## src/rtl/div_pkg.sv

```systemverilog
// Shared types and defaults for the sequential restoring divider.
// SIGNED_DIV_EN selects the two's-complement build (adds the Fix state).
package div_pkg;

    localparam int DIV_WIDTH_DEFAULT = 8;

    typedef enum logic [2:0] {
        Rest,
        Shift,
        Trial,
        Fix,
        End
    } div_state_t;

endpackage

```

## src/rtl/div_if.sv

```systemverilog
// Switch/button side and display side of the divider, grouped as one bundle.
// SIGNED_DIV_EN does not change the interface.
interface div_if import div_pkg::*; #(parameter int WIDTH = DIV_WIDTH_DEFAULT) ();

    // Level protocol, no valid/ready: Run high in Rest starts a division and
    // must drop after Done before another start; LoadDivisor is honoured only
    // in Rest with Run low; results are meaningful while Done is high.
    logic             Run;
    logic             LoadDivisor;
    logic [WIDTH-1:0] Din;
    logic [WIDTH-1:0] Quotient;
    logic [WIDTH-1:0] Remainder;
    logic             Done;
    logic             DivByZero;
    div_state_t       State;

    modport master (
        output Run, LoadDivisor, Din,
        input  Quotient, Remainder, Done, DivByZero, State
    );

    modport slave (
        input  Run, LoadDivisor, Din,
        output Quotient, Remainder, Done, DivByZero, State
    );

endinterface

```

## src/rtl/div_control.sv

```systemverilog
// Divider sequencer: state register, iteration count and per-state strobes.
// With SIGNED_DIV_EN defined the last Trial goes through Fix before End.
module div_control import div_pkg::*; #(
    parameter int WIDTH = DIV_WIDTH_DEFAULT
) (
    input  logic                     Clk,
    input  logic                     Reset,
    input  logic                     Run,
    input  logic                     B_zero,
    input  logic                     last,
    output logic                     ld,
    output logic                     shift,
    output logic                     trial,
    output logic                     fix,
    output logic                     done,
    output logic [$clog2(WIDTH)-1:0] count,
    output div_state_t               state
);

    div_state_t next_state;

    always_ff @(posedge Clk) begin
        if (Reset) begin
            state <= Rest;
            count <= '0;
        end else begin
            state <= next_state;
            if (ld)
                count <= '0;
            else if (trial && !last)
                count <= count + 1'b1;
        end
    end

    always_comb begin
        next_state = state;
        ld         = 1'b0;
        shift      = 1'b0;
        trial      = 1'b0;
        fix        = 1'b0;
        done       = 1'b0;
        case (state)
            Rest: begin
                if (Run) begin
                    ld         = 1'b1;
                    // A zero divisor skips the iterations entirely.
                    next_state = B_zero ? End : Shift;
                end
            end
            Shift: begin
                shift      = 1'b1;
                next_state = Trial;
            end
            Trial: begin
                trial = 1'b1;
`ifdef SIGNED_DIV_EN
                next_state = last ? Fix : Shift;
`else
                next_state = last ? End : Shift;
`endif
            end
`ifdef SIGNED_DIV_EN
            Fix: begin
                fix        = 1'b1;
                next_state = End;
            end
`endif
            End: begin
                done = 1'b1;
                if (!Run)
                    next_state = Rest;
            end
            default: next_state = Rest;
        endcase
    end

endmodule

```

## src/rtl/divider_unit.sv

```systemverilog
// Restoring divider datapath (A/Q/B registers) around the div_control sequencer.
// Define SIGNED_DIV_EN for two's-complement operands with sign fix-up.
module divider_unit import div_pkg::*; #(
    parameter int WIDTH = DIV_WIDTH_DEFAULT
) (
    input  logic Clk,
    input  logic Reset,
    div_if.slave io
);

    localparam int CW = $clog2(WIDTH);

    logic [WIDTH:0]   A;
    logic [WIDTH-1:0] Q;
    logic [WIDTH-1:0] B;
    logic             dbz;
    logic             ld, shift, trial, fix, done;
    logic             b_zero, last;
    logic [CW-1:0]    count;
    div_state_t       state;

    assign b_zero = (B == '0);
    assign last   = (count == CW'(WIDTH - 1));

`ifdef SIGNED_DIV_EN
    logic s_q, s_b;

    function automatic logic [WIDTH-1:0] abs_w(input logic [WIDTH-1:0] v);
        return v[WIDTH-1] ? (~v + 1'b1) : v;
    endfunction
`endif

    div_control #(.WIDTH(WIDTH)) u_ctrl (
        .Clk    (Clk),
        .Reset  (Reset),
        .Run    (io.Run),
        .B_zero (b_zero),
        .last   (last),
        .ld     (ld),
        .shift  (shift),
        .trial  (trial),
        .fix    (fix),
        .done   (done),
        .count  (count),
        .state  (state)
    );

    always_ff @(posedge Clk) begin
        if (Reset) begin
            A   <= '0;
            Q   <= '0;
            B   <= '0;
            dbz <= 1'b0;
`ifdef SIGNED_DIV_EN
            s_q <= 1'b0;
            s_b <= 1'b0;
`endif
        end else begin
            if (ld) begin
                if (b_zero) begin
                    Q   <= '1;
                    A   <= {1'b0, io.Din};
                    dbz <= 1'b1;
                end else begin
                    A   <= '0;
                    dbz <= 1'b0;
`ifdef SIGNED_DIV_EN
                    Q   <= abs_w(io.Din);
                    B   <= abs_w(B);
                    s_q <= io.Din[WIDTH-1];
                    s_b <= B[WIDTH-1];
`else
                    Q   <= io.Din;
`endif
                end
            end else if (state == Rest && io.LoadDivisor) begin
                B <= io.Din;
            end else if (shift) begin
                {A, Q} <= {A[WIDTH-1:0], Q, 1'b0};
            end else if (trial) begin
                // Trial subtract succeeds when it would not borrow.
                if (A >= {1'b0, B}) begin
                    A    <= A - {1'b0, B};
                    Q[0] <= 1'b1;
                end
            end else if (fix) begin
`ifdef SIGNED_DIV_EN
                if (s_q ^ s_b)
                    Q <= ~Q + 1'b1;
                if (s_q)
                    A <= ~A + 1'b1;
`endif
            end
            if (done && !io.Run)
                dbz <= 1'b0;
        end
    end

    assign io.Quotient  = Q;
    assign io.Remainder = A[WIDTH-1:0];
    assign io.Done      = done;
    assign io.DivByZero = dbz;
    assign io.State     = state;

endmodule

```

## src/flat_wrapper.sv

```systemverilog
// flat-port wrapper written by rule: the top's interface ports become plain ports
module divider_unit_flat import div_pkg::*;
#(
    parameter int WIDTH = DIV_WIDTH_DEFAULT
)
  (Clk, Reset, io_Run, io_LoadDivisor, io_Din, io_Quotient, io_Remainder, io_Done, io_DivByZero, io_State);
  div_if #(.WIDTH(WIDTH)) io_i ();
  input  logic Clk;
  input  logic Reset;
  input wire logic [$bits(io_i.Run)-1:0] io_Run;
  input wire logic [$bits(io_i.LoadDivisor)-1:0] io_LoadDivisor;
  input wire logic [$bits(io_i.Din)-1:0] io_Din;
  output wire logic [$bits(io_i.Quotient)-1:0] io_Quotient;
  output wire logic [$bits(io_i.Remainder)-1:0] io_Remainder;
  output wire logic [$bits(io_i.Done)-1:0] io_Done;
  output wire logic [$bits(io_i.DivByZero)-1:0] io_DivByZero;
  output wire logic [$bits(io_i.State)-1:0] io_State;
  assign io_i.Run = io_Run;
  assign io_i.LoadDivisor = io_LoadDivisor;
  assign io_i.Din = io_Din;
  assign io_Quotient = io_i.Quotient;
  assign io_Remainder = io_i.Remainder;
  assign io_Done = io_i.Done;
  assign io_DivByZero = io_i.DivByZero;
  assign io_State = io_i.State;
  divider_unit #(.WIDTH(WIDTH)) u_core (.Clk(Clk), .Reset(Reset), .io(io_i));
endmodule
```

## config.mk

```make
export PLATFORM = sky130hd
export DESIGN_NAME = divider_unit_flat
export DESIGN_NICKNAME = d
export VERILOG_FILES = /design/src/rtl/div_pkg.sv /design/src/rtl/div_if.sv /design/src/rtl/div_control.sv /design/src/rtl/divider_unit.sv /design/src/flat_wrapper.sv
export SDC_FILE = /design/constraint.sdc
export NUM_CORES = 1
export LEC_CHECK = 0
export ABC_AREA = 0
export BUFFER_PORTS_ARGS = -buffer_cell sky130_fd_sc_hd__clkbuf_2
export CAP_MARGIN = 20
export CORE_ASPECT_RATIO = 1.2
export CORE_UTILIZATION = 55
export DETAILED_ROUTE_END_ITERATION = 16
export PLACE_DENSITY_LB_ADDON = 0.08
export SLEW_MARGIN = 20
export SYNTH_ARGS = -nofsm -noshare
export SYNTH_HDL_FRONTEND = slang
export SYNTH_SLANG_ARGS = --single-unit
```

## constraint.sdc

```tcl
create_clock -name Clk -period 4.85 [get_ports Clk]
set_input_delay 0.2425 -clock Clk [delete_from_list [all_inputs] [get_ports Clk]]
set_output_delay 0.2425 -clock Clk [all_outputs]
set_load 0.005 [all_outputs]
```

==> flow_summary_export.csv <==
group,metric,value,unit
outcome,status,"finished, final reports clean",
cts,htree_levels,2,
route,routed_via_density,5.99,
worst_setup_path,required,5.02,ns
cts,cts_buffer_depth,2,
timing,slew_headroom,51.8,%
cts,cts_tree,"done",
timing,period_minus_slack,2.23,ns
global_routing,track_usage,25.4,%
cts,root_buffer,"clkbuf_8",
placed_design,port_buffers,32,
timing,fmax,448,MHz
synth,synthesis.area,0.00198,mm^2
timing,grt_setup_unrepaired,"false",
synth,ys.flop_type,"dfxtp_1",
timing,tns,0,ns
synth,synth_top_area_cell,"dfxtp_1",
synth,synth.distinct_cells,46,
timing,setup_viol,0,
cts,cts.sinks,32,
synth,synth_top_area_share,32.4,%
synth,ys_ff_latch,32,
cts,clk_latency,0.28,ns
cts,cts_resized,0,
worst_setup_path,reg2reg_to,"u_core.A[8]$_SDFFE_PP0P_",
synth,ys_seq_area_share,32.4,%
worst_setup_path,crit_fanout,4,
die,die_area,0.00384,mm^2
global_routing,grt_pass1_vias,1548,
die,core_area,0.00340,mm^2
die,die_y,67.7,um
timing,worstMarginPinSlew,0.718,ns
synth,synth-edff-count,0,
power,p_leak,0.933,nW
placed_design,gp_congestion,0.859,
route,drcViolationCount,0,
cts,clk_pin_slew,0.06,ns
worst_setup_path,crit_path_end_kind,"flop",
route,wl_per_cell,15.9,um
synth,syn_nets,253,
die,initial_core_util,58.2,%
worst_setup_path,r2r_cells,9,
synth,async_flop_share,0,%
run,cap_violations,0,
min_path,min_path_type,"in2reg",
timing,fin_skew,0.00335,ns
layout,final_core_util,63.3,%
power,peakVddDrop,0.274,mV
min_path,hold_start,"io_Din[7]",
synth,synth_most_common_cell,"dfxtp_1",
placed_design,placed_area,0.00207,mm^2
layout,nNetsFinal,274,
timing,finalHoldViolations,0,
min_path,min_to,"u_core.B[7]$_SDFFE_PP0P_",
route,routed-via-count,1725,
synth,synth_area_leaders,"dfxtp_1 (32%), ha_1 (6.3%), mux2i_1 (6.1%), a21oi_1 (5.3%), nor2_1 (5.1%)",
cts,numCtsBuffers,5,
layout,final_area,0.00215,mm^2
route,antenna_left,0,
die,io_pins,33,
layout,synthToLayoutAreaGrowth,8.73,%
synth,synthTopCellsByCount,"dfxtp_1 (32), nor2_1 (27), a21oi_1 (21)",
layout,drive_above_1_share,20.7,%
timing,drv_slew,0,
worst_setup_path,reg2reg_from,"u_core.A[0]$_SDFFE_PP0P_",
die,num_rows,23,
placed_design,hpwl,3.37,mm
global_routing,grt_pass1_wl,7.52,mm
synth,synth_cells,230,
layout,antenna_cells,0,
global_routing,grt_overflow,0,
worst_setup_path,critPathKind,"reg2reg",
worst_setup_path,r2r_setup_slack,2.62,ns
timing,whs,0.233,ns
cts,cts_hold_buffers,0,
global_routing,grt_max_degree,30,
global_routing,antenna_found_initial,0,
worst_setup_path,worst_setup_path_start_kind,"flop",
route,drtPass1Iterations,4,
cts,cts_setup_buffers,0,
power,power.density,572,mW/mm^2
worst_setup_path,cp_data_arrival_time,2.41,ns
die,die_w,56.7,um
timing,period_share,46.0,%
route,drtIter0Drc,103,
route,wirelength,4.58,mm
synth,ys_warn_count,0,
min_path,hold_depth,3,
synth,synth.avg_cell_area,8.60,um^2
[cell usage in the layout, fill, tap and decap left out, types with 2 or more instances in the layout]
cell type  count
a22oi_1        2
xor2_1         2
a211oi_1       2
o221ai_1       7
o211a_1        2
xnor2_1        3
ha_1          10
dfxtp_1       32
a21oi_1       21
nor3_1         7
nor4_1         2
a221oi_1       4
o21ai_1        5
nand2b_1       5
nand3_1        2
a211oi_2       4
nor2_1        27
inv_1         12
mux2i_1       12
clkbuf_8       5
o21ai_0        5
nand2_1       18
and2_1         5
o211ai_1       4
clkbuf_2      32
[cell type report]
cell class | instances | area [um^2]
clock buffers | 6 | 72.6
clock inverters | 1 | 5.00
fillers | 323 | 1250
inverters | 12 | 45.0
multi-input cells | 168 | 1180
flip-flops and latches | 32 | 641
well taps | 37 | 46.3
repair buffers | 32 | 160
[logic make-up after synthesis]
| family | Yosys count | share of synthesized area (%) |
|---|---|---|
| DFF | 32 | 32.4 |
| muxes | 13 | 6.65 |
| xor gates and xnor gates | 5 | 2.22 |
| AOI/OAI and AO/OA | 66 | 25.4 |
| and+or+nand+nor | 73 | 18.1 |
| buffers and inverters | 30 | 7.91 |
| adders and majority gates | 11 | 7.34 |
[where the power goes]
part / leakage [nW] / switching [mW] / internal (mW)
combinational: 0.630 / 0.362 / 0.292
clock: 0.0410 / 0.0943 / 0.0974
sequential: 0.262 / 0.0659 / 0.317
total: 0.933 / 0.523 / 0.707
[routing by layer]
| layer | vias to the layer above | share of wire [%] | global-route usage [%] |
|---|---|---|---|
| met5 | - | 0 | 0 |
| met4 | 0 | 0.87 | 8.23 |
| met3 | 4 | 3.4 | 4.02 |
| met2 | 36 | 49 | 43.2 |
| met1 | 812 | 47 | 33.2 |
| li1 | 873 | - | - |
[state kept, by name (all words and copies together) (netlist names)]
register             flops
u_core.io.DivByZero      1
u_core.u_ctrl.state      3
u_core.A                 9
u_core.u_ctrl.count      3
u_core.B                 8
u_core.io.Quotient       8
[metrics by stage]
stage / cells / power [mW] / setup WS, ns
floorplan: 230 / 0.923 / 2.83
global placement: 281 / 1.03 / 2.66
detailed placement: 281 / 1.03 / 2.64
CTS: 288 / 1.23 / 2.64
global route: 288 / 1.33 / 2.44
finish: 288 / 1.23 / 2.62
[worst max-delay path, cell delays in order (launching register included)]
cell	delay, ns
dfxtp_1	0.38
inv_1	0.06
ha_1	0.22
fa_1	0.40
nand2b_1	0.18
a21oi_1	0.31
o22ai_1	0.17
xor2_1	0.17
o211ai_1	0.16
nand2_1	0.06
[worst max path at each step]
stage,slack (ns),cells past startpoint,startpoint,to
floorplan,2.83,8,u_core.B[5]$_SDFFE_PP0P_,u_core.A[2]$_SDFFE_PP0P_
global placement,2.66,9,u_core.A[0]$_SDFFE_PP0P_,u_core.A[6]$_SDFFE_PP0P_
detailed placement,2.64,9,u_core.A[0]$_SDFFE_PP0P_,u_core.A[6]$_SDFFE_PP0P_
CTS,2.64,9,u_core.A[0]$_SDFFE_PP0P_,u_core.A[6]$_SDFFE_PP0P_
global route,2.44,9,u_core.A[0]$_SDFFE_PP0P_,u_core.A[6]$_SDFFE_PP0P_
finish,2.62,9,u_core.A[0]$_SDFFE_PP0P_,u_core.A[8]$_SDFFE_PP0P_
Note: power is estimated with default switching activity, not from simulation.
